**src/rtl/block_write_scheduler.sv**
```systemverilog
// block_write_scheduler: buffers window samples and writes them, zero pad and tag words into
// block RAM through a single-outstanding AXI4 write channel.
module block_write_scheduler #(
   parameter int DATA_WIDTH = 256,
   parameter int BLOCK_DEPTH = 400,
   parameter int BLOCK_DEPTH_INDEX = 9,
   parameter int BLOCK_NUM_INDEX = 4,
   parameter int FIFO_DEPTH_INDEX = 2,
   parameter logic [127:0] TAG_SEQUENCE = 128'h00_01_02_03_04_05_06_07_08_09_00_01_02_03_04_05
) (
   input  logic                       clk,
   input  logic                       rst,
   input  logic [DATA_WIDTH-1:0]      wr_data,
   input  logic                       wr_valid,
   output logic                       wr_ready,
   input  logic                       close,
   output logic                       block_done,
   output logic [BLOCK_NUM_INDEX-1:0] block_done_no,
   output logic                       wr_err,
   output logic [31:0]                m_axi_awaddr,
   output logic                       m_axi_awvalid,
   input  logic                       m_axi_awready,
   output logic [3:0]                 m_axi_awid,
   output logic [7:0]                 m_axi_awlen,
   output logic [2:0]                 m_axi_awsize,
   output logic [1:0]                 m_axi_awburst,
   output logic [DATA_WIDTH-1:0]      m_axi_wdata,
   output logic [DATA_WIDTH/8-1:0]    m_axi_wstrb,
   output logic                       m_axi_wlast,
   output logic                       m_axi_wvalid,
   input  logic                       m_axi_wready,
   input  logic [1:0]                 m_axi_bresp,
   input  logic                       m_axi_bvalid,
   output logic                       m_axi_bready
);
   localparam int FIFO_DEPTH = 2 ** FIFO_DEPTH_INDEX;
   typedef enum logic [1:0] {FILL, PAD, TAG} mode_t;
   typedef enum logic [1:0] {W_IDLE, W_SEND, W_RESP} wstate_t;
   logic [DATA_WIDTH-1:0] fifo_q [FIFO_DEPTH];
   logic [FIFO_DEPTH_INDEX-1:0] rd_ptr_q, wr_ptr_q;
   logic [FIFO_DEPTH_INDEX:0] count_q, count_d;
   mode_t mode_q;
   wstate_t wst_q;
   logic [BLOCK_DEPTH_INDEX-1:0] word_ptr_q;
   logic [BLOCK_NUM_INDEX-1:0] block_no_q, block_done_no_q;
   logic close_pending_q, awvalid_q, wvalid_q, block_done_q, wr_err_q;
   logic [31:0] awaddr_q;
   logic [DATA_WIDTH-1:0] wdata_q, wdata_d;
   logic push, pop, fifo_empty, issue, drop_close, last_data;
   logic [3:0] tag_idx;
   logic [7:0] tag_byte;
   assign m_axi_awaddr = awaddr_q;
   assign m_axi_awvalid = awvalid_q;
   assign m_axi_awid = 4'd0;
   assign m_axi_awlen = 8'd0;
   assign m_axi_awsize = 3'b101;
   assign m_axi_awburst = 2'b01;
   assign m_axi_wdata = wdata_q;
   assign m_axi_wstrb = '1;
   assign m_axi_wlast = 1'b1;
   assign m_axi_wvalid = wvalid_q;
   assign m_axi_bready = 1'b1;
   assign block_done = block_done_q;
   assign block_done_no = block_done_no_q;
   assign wr_err = wr_err_q;
   always_comb begin
      fifo_empty = count_q == '0;
      wr_ready = !rst && !count_q[FIFO_DEPTH_INDEX] && mode_q == FILL && !close_pending_q;
      push = wr_valid && wr_ready;
      issue = wst_q == W_IDLE && (mode_q != FILL || !fifo_empty);
      pop = issue && mode_q == FILL;
      count_d = count_q + (FIFO_DEPTH_INDEX+1)'(push) - (FIFO_DEPTH_INDEX+1)'(pop);
      // a close with nothing written to the current block and nothing queued is a no-op
      drop_close = wst_q == W_IDLE && mode_q == FILL && fifo_empty && word_ptr_q == '0;
      last_data = word_ptr_q == BLOCK_DEPTH_INDEX'(BLOCK_DEPTH - 2);
      tag_idx = 4'(block_no_q);
      tag_byte = TAG_SEQUENCE[8*(15 - int'(tag_idx)) +: 8];
      wdata_d = mode_q == FILL ? fifo_q[rd_ptr_q] : mode_q == PAD ? '0 : DATA_WIDTH'(tag_byte);
   end
   always_ff @(posedge clk)
      if (push) fifo_q[wr_ptr_q] <= wr_data;
   always_ff @(posedge clk) begin
      if (rst) begin
         rd_ptr_q <= '0;
         wr_ptr_q <= '0;
         count_q <= '0;
         mode_q <= FILL;
         wst_q <= W_IDLE;
         word_ptr_q <= '0;
         block_no_q <= '0;
         block_done_no_q <= '0;
         close_pending_q <= 1'b0;
         awvalid_q <= 1'b0;
         wvalid_q <= 1'b0;
         block_done_q <= 1'b0;
         wr_err_q <= 1'b0;
         awaddr_q <= '0;
         wdata_q <= '0;
      end else begin
         wr_ptr_q <= wr_ptr_q + FIFO_DEPTH_INDEX'(push);
         rd_ptr_q <= rd_ptr_q + FIFO_DEPTH_INDEX'(pop);
         count_q <= count_d;
         block_done_q <= 1'b0;
         if (close && mode_q == FILL && !(drop_close && !push)) close_pending_q <= 1'b1;
         case (wst_q)
            W_IDLE:
               if (issue) begin
                  awvalid_q <= 1'b1;
                  wvalid_q <= 1'b1;
                  awaddr_q <= 32'({block_no_q, word_ptr_q, 5'b0});
                  wdata_q <= wdata_d;
                  wst_q <= W_SEND;
               end else if (mode_q == FILL && close_pending_q) begin
                  close_pending_q <= 1'b0;
                  if (word_ptr_q != '0) mode_q <= PAD;
               end
            W_SEND: begin
               awvalid_q <= awvalid_q && !m_axi_awready;
               wvalid_q <= wvalid_q && !m_axi_wready;
               if ((!awvalid_q || m_axi_awready) && (!wvalid_q || m_axi_wready)) wst_q <= W_RESP;
            end
            W_RESP:
               if (m_axi_bvalid) begin
                  wst_q <= W_IDLE;
                  if (m_axi_bresp != 2'b00) wr_err_q <= 1'b1;
                  if (mode_q == TAG) begin
                     block_no_q <= block_no_q + BLOCK_NUM_INDEX'(1);
                     word_ptr_q <= '0;
                     mode_q <= FILL;
                     block_done_q <= 1'b1;
                     block_done_no_q <= block_no_q;
                  end else begin
                     word_ptr_q <= word_ptr_q + BLOCK_DEPTH_INDEX'(1);
                     if (last_data) mode_q <= TAG;
                  end
               end
            default: wst_q <= W_IDLE;
         endcase
      end
   end
endmodule

```
**config.mk**
```make
export PLATFORM = sky130hd
export DESIGN_NAME = block_write_scheduler
export DESIGN_NICKNAME = d
export VERILOG_FILES = /design/src/rtl/block_write_scheduler.sv
export SDC_FILE = /design/constraint.sdc
export NUM_CORES = 1
export LEC_CHECK = 0
export BUFFER_PORTS_ARGS = -buffer_cell sky130_fd_sc_hd__buf_4
export CAP_MARGIN = 20
export CORE_MARGIN = 8
export CORE_UTILIZATION = 52
export CTS_BUF_LIST = sky130_fd_sc_hd__clkbuf_4 sky130_fd_sc_hd__clkbuf_8 sky130_fd_sc_hd__clkbuf_16
export DETAILED_ROUTE_END_ITERATION = 8
export PLACE_DENSITY = 0.8
export SLEW_MARGIN = 5
export SYNTH_ARGS = -nofsm -noshare
export SYNTH_HDL_FRONTEND = slang
export SYNTH_SLANG_ARGS = --single-unit
```
**constraint.sdc**
```tcl
create_clock -name clk -period 25.1 [get_ports clk]
set_input_delay 6.275 -clock clk [delete_from_list [all_inputs] [get_ports clk]]
set_output_delay 6.275 -clock clk [all_outputs]
set_load 0.03 [all_outputs]
```
* Word-level counts from Yosys, hierarchy flattened
Memory sizes are Yosys's and may differ from the RTL's. A register that Yosys moved wholly into a read port is not among the register bits. Cells that the tools add are included.
Storage, ports and cells: bits in registers 302, bits in writable memories 1024, bits of input ports 265, output and inout bits 348, word-level logic and storage cells 109, memories kept 1
Memories:
- fifo_q | words 4, bits a word 256, rd ports 1, clocked after Yosys merged registers in 1, wr ports 1, RTL line 39 | logic [DATA_WIDTH-1:0] fifo_q [FIFO_DEPTH];
Operators by class: add/sub/neg operators 7, eq/ne operators 12, shift-type cells 1, mux-type cells 25, bitwise gates (word level) 2, reductions and logical operators 46
Operator list (number):
- $mux W256 | 1
- $shiftx A128 B8 Y8 const A | 1
- $mux W2 | 10
- $logic_and A1 B1 Y1 | 16
- $logic_not A1 Y1 | 10
- $add A9 B1 Y9 const B | 1
- $eq A9 B9 Y1 const B | 1
- $logic_not A9 Y1 | 1
- $mux W9 | 1
- $reduce_and A3 Y1 | 3
- $reduce_bool A9 Y1 | 1
- $mux W1 | 8
- $mux W8 | 1
- $ne A2 B2 Y1 const B | 4
- $reduce_bool A2 Y1 | 4
- $pmux W2 S3 | 1
- $reduce_and A2 Y1 | 3
- $reduce_and A6 Y1 | 1
- $sub A4 B4 Y5 const A | 1
- $add A2 B1 Y2 | 2
- $add A4 B1 Y4 const B | 1
- $eq A2 B1 Y1 const B | 2
- $eq A2 B2 Y1 const B | 2
- $logic_not A2 Y1 | 2
- other kinds (10) | 15

* Logic depth before layout (Yosys ltp)
depth in word-level cells 13, depth in mapped cells 12, gate-level depth less buffers 10

* Worst setup path after synthesis
OpenSTA, ideal clock, no wires.
kind in2reg, from input port rst, to memory fifo_q[1][0], enable pin, library setup time 1.240 ns, arrival time 25.991 ns, data required time 23.860 ns, path slack -2.131 ns, stages 4, path buffers 1, cell sequence clkbuf_1 > nor3b_1 > nand2_1 > nor3b_1
On the way: longest elaborated chain between the ends 7
RTL lines:
- start: declaration | RTL line 12 | input logic rst,
- $logic_not A1 Y1 | RTL line 68 | wr_ready = !rst && !count_q[FIFO_DEPTH_INDEX] && mode_q == FILL && !close_pending_q;
- $logic_and A1 B1 Y1 (3 in series) | RTL line 68
- net wr_ready | RTL line 15 | output logic wr_ready,
- $logic_and A1 B1 Y1 | RTL line 69 | push = wr_valid && wr_ready;
- $mux W1 | RTL line 81 | if (push) fifo_q[wr_ptr_q] <= wr_data;
- $mux W1 (not written as such) | RTL line 81
- end: declaration | RTL line 39
The timed path passes the listed nets, and every way through them passes these cells.

* Worst setup path in the final report
from input port rst, to output port wr_ready
On the way: longest elaborated chain between the ends 4
RTL lines (RTL line):
- $logic_not A1 Y1 | 68
- $logic_and A1 B1 Y1 (3 in series) | 68
- end: declaration | 15
No other way between the ends.

==> metrics.md <==
| Metric | Value |
|---|---|
| #FFs+latches synth | `about 1.3k` |
| Grt total ovfl | `0` |
| Die X | `approximately 320 um` |
| Post-CTS Setup Bufs | `0` |
| Initial DRC count | `around 2.2k` |
| P_leak | `approximately 20 nW` |
| Pint | `slightly below 5 mW` |
| First-pass GRT wire length | `around 160 mm` |
| Synth Flop Type | `edfxtp_1` |
| TritonRoute pass-1 iters | `5` |
| Post-Syn Area | `roughly 48000 um^2` |
| Worst r2r src | `mode_q[1]` |
| Drt wl/cell | `between 20 and 30 um` |
| Worst r2r dst | `fifo_q[2][81]` |
| Core Area | `slightly above 90000 um^2` |
| Count of unique library cells instantiated by Yosys | `43` |
| Final Max Slew Viols | `0` |
| CTS tree | `built` |
| Hold Startpoint | `wr_err` |
| Area grow syn2layout | `20.5%` |
| Sequential cell fraction of total power | `40.6%` |
| Worst vdd ir | `0.000179 V` |
| HP Class | `reg2reg` |
| Net count, final | `approximately 3.3k` |
| Slew margin rel. | `13.5%` |
| Layout cells sized above 1 | `between 30% and 40%` |
| Worst slew pin tran | `between 1000 and 1500 ps` |
| WS Path Type | `in2out` |
| Max Cap Violations | `0` |
| Placed insts | `roughly 4.1k` |
| Logic pwr share | `30.6%` |
| Largest net degree at the start of global routing | `169` |
| P per Cell Area | `roughly 130 nW/um^2` |
| Io pins | `slightly above 600` |
| Post-cts resize count | `0` |
| Gp weighted congestion | `between 0.7 and 0.8` |
| Final setup violation count | `0` |
| Vias in the first global route | `approximately 26k` |
| Hold_ws | `456 ps` |
| R2R depth | `8` |
| WP data arrival | `7240 ps` |
| Final Non-Filler Cells | `between 4k and 5k` |
| All-Layer GR Usage | `between 20% and 30%` |
| Max FO, Critical Path | `about 130` |
| Row count | `approximately 110` |
| Utilization after layout | `63.0%` |
| Psw | `about 2.4 mW` |
| Routed WL | `~110 mm` |
| Sequential share of the synthesized area | `between 70% and 80%` |
| Num CTS Buffers | `approximately 130` |
| Clock Sinks | `about 1.3k` |
| HPWL after detailed placement | `between 60 and 70 mm` |
| Capturing element type of the critical path | `output port` |
| Asr flop ratio synth | `0%` |
| I/O Buffers | `542` |
| CTS Buffer Depth | `3` |
| CTS hold repair buffers | `0` |
| Synthesized area per cell | `~19 um^2` |
| Final Hold Viols | `0` |
| Sw Ratio | `33.5%` |
| Full die area | `102000 um^2` |
| Via count | `approximately 25k` |
| Initial core utilization | `52.3%` |
| Root buffer cell | `clkbuf_16` |
| RSZ-0062 raised after global routing | `false` |
| Residual DRC count | `0` |
| WHS Endpoint | `wr_err` |
| Via density | `about 5.8` |
| Clk slew on worst S/H paths | `around 60 ps` |
| Worst R2R Setup Slack | `20380 ps` |
| Max Clock Freq | `approximately 74 MHz` |
| Fin crit share | `53.8%` |
| Min Tclk post-route | `13520 ps` |
| WP data required | `approximately 19000 ps` |
| Final ANT Viol Nets | `0` |
| Die Y | `approximately 320 um` |
| Count of flip-flops with a built-in enable after synthesis | `slightly above 1k` |
| Clock power share | `a little under 30%` |
| Clock latency on the worst-skew pair | `720 ps` |
| Gate Count Post-Synth | `roughly 2.5k` |
| Power, Total | `between 7 and 8 mW` |
| Hold Path Stages | `2` |
| CP startpoint kind | `input pin` |
| YS warnings | `0` |
| Clk_skew | `roughly 24 ps` |
| Status | `complete, no violations` |
| CTS H-tree depth | `4` |
| Initial antenna violation count | `26` |
| Setup TNS | `0 ps` |
==> cell families (layout without fill, tap and decap cells) <==
family / count (synthesis) / after routing / share of synthesized area (%)
simple gates: 358 / 358 / 3.02
other cells: 2 / 92 / 0.0157
fa+ha+maj: 7 / 7 / 0.199
buf+inv: 235 / 827 / 2.54
xor+xnor: 14 / 14 / 0.257
mux: 260 / 260 / 12.2
compound gates: 306 / 306 / 4.67
flops: 1326 / 1326 / 77.1
==> through the flow <==
step           cell area (um^2)  worst slack (ps)
2_1_floorplan             48000              5890
3_3_place_gp              52700             11510
3_5_place_dp              52700             11490
4_1_cts                   57400             11490
5_1_grt                   57500             11470
6_report                  57500             11580
==> layout by cell type (no fill, tap or decap), types with 4 or more instances in the layout <==
master	count
xor2_1	7
inv_6	4
buf_12	5
a21oi_1	26
dfxtp_1	300
mux4_2	256
nor2_1	279
clkbuf_16	139
ha_1	6
mux2i_1	4
bufinv_16	17
buf_4	567
edfxtp_1	1024
clkinv_1	11
nand2b_1	4
clkinv_2	17
nor2b_1	4
diode_2	22
nand4_1	7
nand2_1	43
o21ai_0	13
inv_1	11
xnor2_1	7
clkbuf_8	17
a22oi_1	253
clkbuf_4	29
conb_1	70
==> area by class of cell <==
class	count	area, um^2
well taps	1186	1480
clock inverters	58	792
fillers	6084	33800
repair buffers	573	4370
diodes	22	55.1
inverters	11	41.3
clock buffers	185	3930
multi-input cells	1015	10000
flip-flops and latches	1326	36800
==> worst max-delay path by stage <==
stage	cells after the start	end	slack, ps	from
after floorplan	6	fifo_q[2][0]	5890	rst
after global placement	3	wr_ready	11510	rst
after detailed placement	3	wr_ready	11490	rst
after CTS	3	wr_ready	11490	rst
after global routing	3	wr_ready	11470	rst
final	3	wr_ready	11580	rst
==> state kept, by name, summed over array words and instances, names as in the netlist, 2 cells and up <==
register       count
m_axi_wdata      256
m_axi_awaddr      13
word_ptr_q         9
wr_ptr_q           2
block_done_no      4
wst_q              2
count_q            3
fifo_q          1024
block_no_q         4
rd_ptr_q           2
mode_q             2
==> critical path, cell delays in order <==
cell and delay, ps:
buf_8 530, nor3b_1 170, buf_4 220
==> power by group through the flow <==
stage / Clock, mW / Combinational (mW) / Sequential, mW
after floorplan: 0 / 1.09 / 3.33
after global placement: 0 / 2.18 / 2.96
after detailed placement: 0 / 2.22 / 2.97
after CTS: 2.13 / 2.24 / 2.93
after global routing: 2.20 / 2.36 / 2.96
final: 2.09 / 2.21 / 2.93
==> Yosys cell counts (2+ instances only) <==
| cell | instances | share of area (%) |
|---|---|---|
| a21oi_1 | 26 | 0.27 |
| nor2b_1 | 4 | 0.052 |
| nor2_1 | 280 | 2.2 |
| nand2_1 | 44 | 0.35 |
| buf_1 | 25 | 0.20 |
| clkbuf_1 | 82 | 0.65 |
| nand2b_1 | 4 | 0.052 |
| a22oi_1 | 253 | 4.0 |
| ha_1 | 6 | 0.16 |
| nand3_1 | 2 | 0.021 |
| buf_2 | 44 | 0.46 |
| xor2_1 | 7 | 0.13 |
| a31oi_1 | 3 | 0.039 |
| conb_1 | 2 | 0.016 |
| inv_1 | 11 | 0.087 |
| nand4_1 | 7 | 0.092 |
| or3_1 | 2 | 0.026 |
| o21ai_0 | 13 | 0.14 |
| nor3b_1 | 3 | 0.047 |
| nor3_1 | 4 | 0.042 |
| a31o_2 | 2 | 0.037 |
| buf_4 | 73 | 1.1 |
| xnor2_1 | 7 | 0.13 |
| edfxtp_1 | 1024 | 64 |
| dfxtp_1 | 302 | 13 |
| mux2i_1 | 4 | 0.084 |
| and3_1 | 3 | 0.039 |
| mux4_2 | 256 | 12 |
==> layer usage <==
layer	global-route usage [%]	part of all wire [%]
met1	24.8	36
met2	35.8	51
met3	6.26	8.1
met4	10.7	4.8
met5	0	0.020
Note: power is estimated with default switching activity, not from simulation.
